## src/rtl/module_debounce_sw_bt_pkg.sv

```systemverilog
// Shared constants for the switch/button debounce stage.
// The defaults describe the board configuration; benches override them through parameters.
package pkg_sw_bt;

   localparam int SW_BT_WIDTH      = 20;
   localparam int DEB_TICK_DIV     = 100000;
   localparam int DEB_STABLE_TICKS = 10;

   // Counter width large enough to hold 0..stable_ticks.
   function automatic int cnt_width(input int stable_ticks);
      return $clog2(stable_ticks + 1);
   endfunction

   localparam int DEB_CNT_W = cnt_width(DEB_STABLE_TICKS);

endpackage

```

## src/rtl/module_debounce_sw_bt_bit.sv

```systemverilog
// One debounced input: two-flop synchroniser, tick-qualified stability counter,
// debounced level register and registered rise/fall pulses.
module module_debounce_bit
   import pkg_sw_bt::*;
#(
   parameter int STABLE_TICKS = DEB_STABLE_TICKS
) (
   input  logic clk_i,
   input  logic rst_i,
   input  logic raw_i,
   input  logic tick_i,
   output logic db_o,
   output logic rise_o,
   output logic fall_o
);

   localparam int                CNT_W    = cnt_width(STABLE_TICKS);
   localparam logic [CNT_W-1:0] CNT_LAST = CNT_W'(STABLE_TICKS - 1);

   logic             s1_q, s1_d;
   logic             s2_q, s2_d;
   logic [CNT_W-1:0] cnt_q, cnt_d;
   logic             db_q, db_d;
   logic             rise_q, rise_d;
   logic             fall_q, fall_d;

   always_comb begin
      s1_d   = raw_i;
      s2_d   = s1_q;
      cnt_d  = cnt_q;
      db_d   = db_q;
      rise_d = 1'b0;
      fall_d = 1'b0;
      // Any cycle back at the accepted level throws away partial qualification.
      if (s2_q == db_q) begin
         cnt_d = '0;
      end else if (tick_i) begin
         if (cnt_q == CNT_LAST) begin
            db_d   = s2_q;
            cnt_d  = '0;
            rise_d = s2_q;
            fall_d = ~s2_q;
         end else begin
            cnt_d = cnt_q + CNT_W'(1);
         end
      end
   end

   always_ff @(posedge clk_i) begin
      if (!rst_i) begin
         s1_q   <= 1'b0;
         s2_q   <= 1'b0;
         cnt_q  <= '0;
         db_q   <= 1'b0;
         rise_q <= 1'b0;
         fall_q <= 1'b0;
      end else begin
         s1_q   <= s1_d;
         s2_q   <= s2_d;
         cnt_q  <= cnt_d;
         db_q   <= db_d;
         rise_q <= rise_d;
         fall_q <= fall_d;
      end
   end

   assign db_o   = db_q;
   assign rise_o = rise_q;
   assign fall_o = fall_q;

endmodule

```

## src/rtl/module_debounce_sw_bt.sv

```systemverilog
// Input conditioning for the switches/buttons peripheral: a shared sample-tick
// prescaler feeding one synchronise-and-debounce slice per pin.
module module_debounce_sw_bt
   import pkg_sw_bt::*;
#(
   parameter int WIDTH        = SW_BT_WIDTH,
   parameter int TICK_DIV     = DEB_TICK_DIV,
   parameter int STABLE_TICKS = DEB_STABLE_TICKS
) (
   input  logic             clk_i,
   input  logic             rst_i,
   input  logic [WIDTH-1:0] raw_i,
   output logic [WIDTH-1:0] db_o,
   output logic [WIDTH-1:0] rise_o,
   output logic [WIDTH-1:0] fall_o
);

   localparam int                 TICK_W    = (TICK_DIV > 1) ? $clog2(TICK_DIV) : 1;
   localparam logic [TICK_W-1:0] TICK_LAST = TICK_W'(TICK_DIV - 1);

   logic [TICK_W-1:0] tick_cnt_q, tick_cnt_d;
   logic              tick;

   // Free-running: input activity never disturbs the sample phase.
   always_comb begin
      tick       = (tick_cnt_q == TICK_LAST);
      tick_cnt_d = tick ? '0 : tick_cnt_q + TICK_W'(1);
   end

   always_ff @(posedge clk_i) begin
      if (!rst_i) begin
         tick_cnt_q <= '0;
      end else begin
         tick_cnt_q <= tick_cnt_d;
      end
   end

   for (genvar g = 0; g < WIDTH; g++) begin : g_bit
      module_debounce_bit #(
         .STABLE_TICKS (STABLE_TICKS)
      ) u_bit (
         .clk_i  (clk_i),
         .rst_i  (rst_i),
         .raw_i  (raw_i[g]),
         .tick_i (tick),
         .db_o   (db_o[g]),
         .rise_o (rise_o[g]),
         .fall_o (fall_o[g])
      );
   end

endmodule

```

## config.mk

```make
export PLATFORM = sky130hd
export DESIGN_NAME = module_debounce_sw_bt
export DESIGN_NICKNAME = d
export VERILOG_FILES = /design/src/rtl/module_debounce_sw_bt_pkg.sv /design/src/rtl/module_debounce_sw_bt_bit.sv /design/src/rtl/module_debounce_sw_bt.sv
export SDC_FILE = /design/constraint.sdc
export NUM_CORES = 1
export LEC_CHECK = 0
export CORE_MARGIN = 5
export CORE_UTILIZATION = 50
export CTS_CLUSTER_SIZE = 20
export DETAILED_ROUTE_END_ITERATION = 6
export PLACE_DENSITY = 0.71
export SETUP_SLACK_MARGIN = 0.4
export SYNTH_ARGS = -nofsm -noshare
export SYNTH_HDL_FRONTEND = slang
export SYNTH_SLANG_ARGS = --single-unit
```

## constraint.sdc

```tcl
create_clock -name clk_i -period 1.84 [get_ports clk_i]
set_input_delay 0.368 -clock clk_i [delete_from_list [all_inputs] [get_ports clk_i]]
set_output_delay 0.368 -clock clk_i [all_outputs]
set_load 0.03 [all_outputs]
```

Yosys cells after proc, flatten, opt, wreduce, memory -nomap -nowiden
Index checks and enable logic that the tools add are counted.
{"block": "op_classes", "n_reduce_logical": 61, "mux": 20, "eq_ne": 41, "add_sub_neg": 21, "bitwise_logic": 62}
{"operator": "4-bit by 1-bit adder with 4-bit output, second input constant", "n": 20}
{"operator": "4-bit == test, second input constant", "n": 20}
{"operator": "4-bit 2-to-1 mux", "n": 20}
{"operator": "4-bit OR reduction", "n": 20}
{"operator": "1-bit inverter", "n": 62}
{"operator": "3-bit AND reduction", "n": 20}
{"operator": "2-bit OR reduction", "n": 21}
{"operator": "1-bit == test", "n": 20}
{"operator": "17-bit by 1-bit adder with 17-bit output, second input constant", "n": 1}
{"operator": "17-bit == test, second input constant", "n": 1}
{"block": "totals", "output_inout_bits": 60, "elab_cells": 326, "input_bits": 22, "ff_bits": 197}

Logic depth before layout (Yosys ltp)
{"block": "depth", "depth_word": 3, "mapped_depth": 8, "mapped_depth_nobuf": 5}

By module
Synthesis repeated with hierarchy kept, for this count alone.
{"block": "hier_totals", "hier_cells": 766, "hier_area_um2": 7618.6}
{"module": "module_debounce_bit", "seq_area_each_um2": 180.2, "cells_each": 34, "n_inst": 20, "area_per_inst_um2": 341.6}
{"module": "module_debounce_sw_bt", "seq_area_each_um2": 340.3, "cells_each": 86, "n_inst": 1, "area_per_inst_um2": 787.0}

Least setup slack after synthesis
OpenSTA, ideal clock, no wires.
{"block": "synth_timing", "path_kind": "reg-to-reg", "startpoint": "register tick_cnt_q[0]", "endpoint": "register g_bit[12].u_bit.db_q", "required_time_ns": 1.724, "setup_slack_ns": 0.135, "stages_incl_launch_ff": 9, "setup_ns": 0.116, "arrival_ns": 1.589, "synth_period_minus_slack_ns": 1.705, "n_path_buf": 3, "cell_sequence": "dfxtp_1 -> ha_1 -> and4_4 -> buf_6 -> and4_1 -> buf_4 -> buf_4 -> a21oi_1 -> a41o_1"}
{"block": "synth_via", "elab_chain_cells": 2}
{"element": "from (decl)", "line_no": "module_debounce_sw_bt.sv:21", "source": "logic [TICK_W-1:0] tick_cnt_q, tick_cnt_d;"}
{"element": "from (signal assigned)", "line_no": "module_debounce_sw_bt.sv:34", "source": "tick_cnt_q <= tick_cnt_d;"}
{"element": "17-bit == test", "line_no": "module_debounce_sw_bt.sv:26", "source": "tick = (tick_cnt_q == TICK_LAST);"}
{"element": "3-bit AND reduction (no line)"}
{"element": "to (signal assigned)", "line_no": "module_debounce_sw_bt_bit.sv:54", "source": "db_q <= 1'b0;"}
{"element": "to (signal assigned)", "line_no": "module_debounce_sw_bt_bit.sv:61", "source": "db_q <= db_d;"}
{"element": "to (decl)", "line_no": "module_debounce_sw_bt_bit.sv:23", "source": "logic db_q, db_d;"}
No other way between the ends.
A chain may end at the register's enable or synchronous reset.

Worst setup path in the final report
{"block": "layout_timing", "startpoint": "register tick_cnt_q[13]", "endpoint": "register g_bit[13].u_bit.cnt_q[2]"}
{"block": "layout_via", "elab_chain_cells": 1}
{"element": "17-bit == test", "line_no": "module_debounce_sw_bt.sv:26"}
{"element": "to (signal assigned)", "line_no": "module_debounce_sw_bt_bit.sv:60", "source": "cnt_q <= cnt_d;"}
{"element": "to (decl)", "line_no": "module_debounce_sw_bt_bit.sv:22", "source": "logic [CNT_W-1:0] cnt_q, cnt_d;"}
No other way between the ends.

==> results.cfg <==
[grt]
globalRouteTotalUtil_pct = 19.0
antenna_found_initial = 0
grt_max_degree = 47
grt_pass1_vias = 6846
grt_overflow_total = 0
grt_pass1_wl_microns = 32700

[sta]
drv_slew = 0
hold_viol = 0
layout_worst_path_cycle_share_pct = 101
finalWorstSetupSlack_ns = -0.0157
rsz0062_at_grt = true
relSlewSlack_pct = 75.3
timing.fmax_mhz = 539
tightest_slew_ns = 0.370
setup_viol = 1
finClkSkew_ns = 0.0114
post-route-min-period_ns = 1.86

[synthesis]
yosys.cell_types.count = 39
yosys.area.top_type_share_pct = 43.4
synth_edf_count = 0
ys_warn_count = 0
synth.area.top_cells = dfxtp_1 43%, buf_4 5.8%, a21oi_1 5.6%
syn-mean-instance-area_sq_um = 9.44
yosysSeqAreaShare_pct = 43.4
synth_common_cells = 197 x dfxtp_1, 104 x nand2_1, 102 x a21oi_1
synth_seq_cells = 197
synth_area_sq_um = 9090
yosysMostFrequentCell = dfxtp_1
synthArstFlopShare_pct = 0
synth_cells = 963
synth_top_cell_by_area = dfxtp_1
synth_nets = 986
ys.flop_type = dfxtp_1

[power_and_ir_drop]
vdd_ir_drop_max_mv = 0.667
leakagePower_nw = 4.18
power.density_nw_per_um2 = 699
fin_total_pwr_w = 0.00858

[clock_network]
clk_pin_slew_ns = 0.07
clkLatencyLatePin_ns = 0.44
clockBufferDepth = 2
clock-root-buffer = clkbuf_16
numClockSinks = 197
htree_num_levels = 4
cts_tree = yes
cts_made_buffers = 17

[setup_path]
crit_path_top_delay_cell = and4_4
worstSetupPathType = flip-flop to flip-flop
crit_chain = nor4b_4 > and4_4 > buf_6 > buf_12 > nand4_1 > a21oi_1
worstPathRequired_ns = 2.20
path_max_fanout = 9
start_kind = flip-flop
critPathCaptureType = flip-flop
critPathTopFamily = simple AND/OR/NAND/NOR gates
worstPathArrival_ns = 2.21
max_stage_delay_ns = 0.41
cp_num_buf_inv = 2

[die]
die_w_microns = 145
start_util_pct = 50.8
core-area_sq_um = 17900
io_pins = 82
dieHeight_microns = 145
fp-row-count = 49
die_area_sq_um = 21000

[place]
gp_congestion = 0.781
hpwl_microns = 11100
place_inst = 1192
dp_slack_ns = 0.0940
port-buffer-count = 81

[routing]
drc = 0
routed_wl_microns = 24700
vias = 7740
routed.top_layer = met4
wl_met1_microns = 9980
vias_per_cell = 6.08
drtIter0Drc = 607
met3WireLength_microns = 1220
dr_wl_met2_microns = 12500
wl_per_cell_microns = 19.4
dr.pass1.iters = 6
ant_nets = 0

[flow_run]
max-cap-violations = 0

[layout]
synthToLayoutAreaGrowth_pct = 35.0
final_cell_count_no_fill = 1274
fill_cells = 1226
nets = 1056
antenna_cells = 0
drive_above_1_share_pct = 42.2

[outcome]
status = finished with violations
violations = negative setup slack

[hold_path]
min_path_type = input port to flip-flop
[final cells by class]
cell class | instances | area [sq um] | area share (%)
clock buffers | 22 | 474 | 3.86
clock inverters | 9 | 150 | 1.22
inverters | 42 | 158 | 1.28
multi-input cells | 621 | 5370 | 43.8
flip-flops and latches | 197 | 3990 | 32.5
well taps | 229 | 287 | 2.34
repair buffers | 154 | 1850 | 15.1
[path summary, 6_finish.rpt]
| path | cells past startpoint | slack [ns] | from | end |
|---|---|---|---|---|
| worst max-delay path | 6 | -0.02 | tick_cnt_q[13] | g_bit[13].u_bit.cnt_q[2] |
| worst max register to register | 6 | -0.02 | tick_cnt_q[13] | g_bit[13].u_bit.cnt_q[2] |
| worst min-delay path | 2 | 0.32 | rst_i | tick_cnt_q[1] |
| worst min register to register | 1 | 0.43 | g_bit[10].u_bit.s1_q | g_bit[10].u_bit.s2_q |
[per-layer routing]
metal / global-route usage [%] / vias to the layer above
met3: 3.75 / 83
met1: 24.4 / 3757
li1: - / 3609
met5: 0 / -
met4: 5.99 / 0
met2: 32.1 / 291
[what timing repair did]
| action | in CTS | in global routing |
|---|---|---|
| hold buffers | 0 | 0 |
| hold endpoints to repair | 0 | 0 |
| setup buffers | 13 | 18 |
| gates resized for setup | 299 | 229 |
| gates cloned | 8 | 12 |
| endpoints found under the setup margin | 216 | 186 |
| pin swaps | 15 | 52 |
[logic make-up (layout without fill, tap and decap cells)]
family | Yosys count | in the layout | share of synthesized area [%]
simple gates | 382 | 383 | 28.7
compound gates | 204 | 204 | 14.8
flops | 197 | 197 | 43.4
buf+inv | 146 | 227 | 9.72
xor+xnor | 33 | 33 | 3.18
fa+ha+maj | 1 | 1 | 0.138
[cells in the final DEF, fill, tap and decap left out, types with 19 or more instances in the layout]
master and instances:
dfxtp_2 24, nand3_4 28, nand2_1 80, clkdlybuf4s50_1 20, inv_1 42, nand2_4 20, a31o_2 22, nor3b_2 40
xor2_1 31, a21oi_1 43, and2_1 42, nand3_1 31, nand4_1 48, clkbuf_16 27, and4bb_2 19, dfxtp_1 170
a21oi_2 56, clkdlybuf4s15_2 20, buf_4 42, a41o_1 20
[metrics by stage]
stage	cell area [sq um]	TNS, ns	hold WS [ns]	utilization (%)
4_1_cts	11100	0	0.302	62.0
5_1_grt	12300	-0.498	0.306	68.5
3_3_place_gp	9980	0	0.414	55.7
6_report	12300	-0.0157	0.317	68.5
2_1_floorplan	9370	0	0.412	-
3_5_place_dp	9980	0	0.420	55.7
[report_power, final]
part           leakage (nW)  total (W)  switching (W)  internal, W
Sequential             1.61    0.00434      0.0000355      0.00431
Combinational          2.26   0.000239       0.000128     0.000111
Clock                 0.302    0.00400        0.00163      0.00237
[flip-flops by register name (all words and copies together) (netlist names)]
signal              flops
g_bit.u_bit.s2_q       20
g_bit.u_bit.rise_o     20
tick_cnt_q             17
g_bit.u_bit.fall_o     20
g_bit.u_bit.s1_q       20
g_bit.u_bit.db_o       20
g_bit.u_bit.cnt_q      80
No activity file was read; power rests on OpenSTA's default activity.
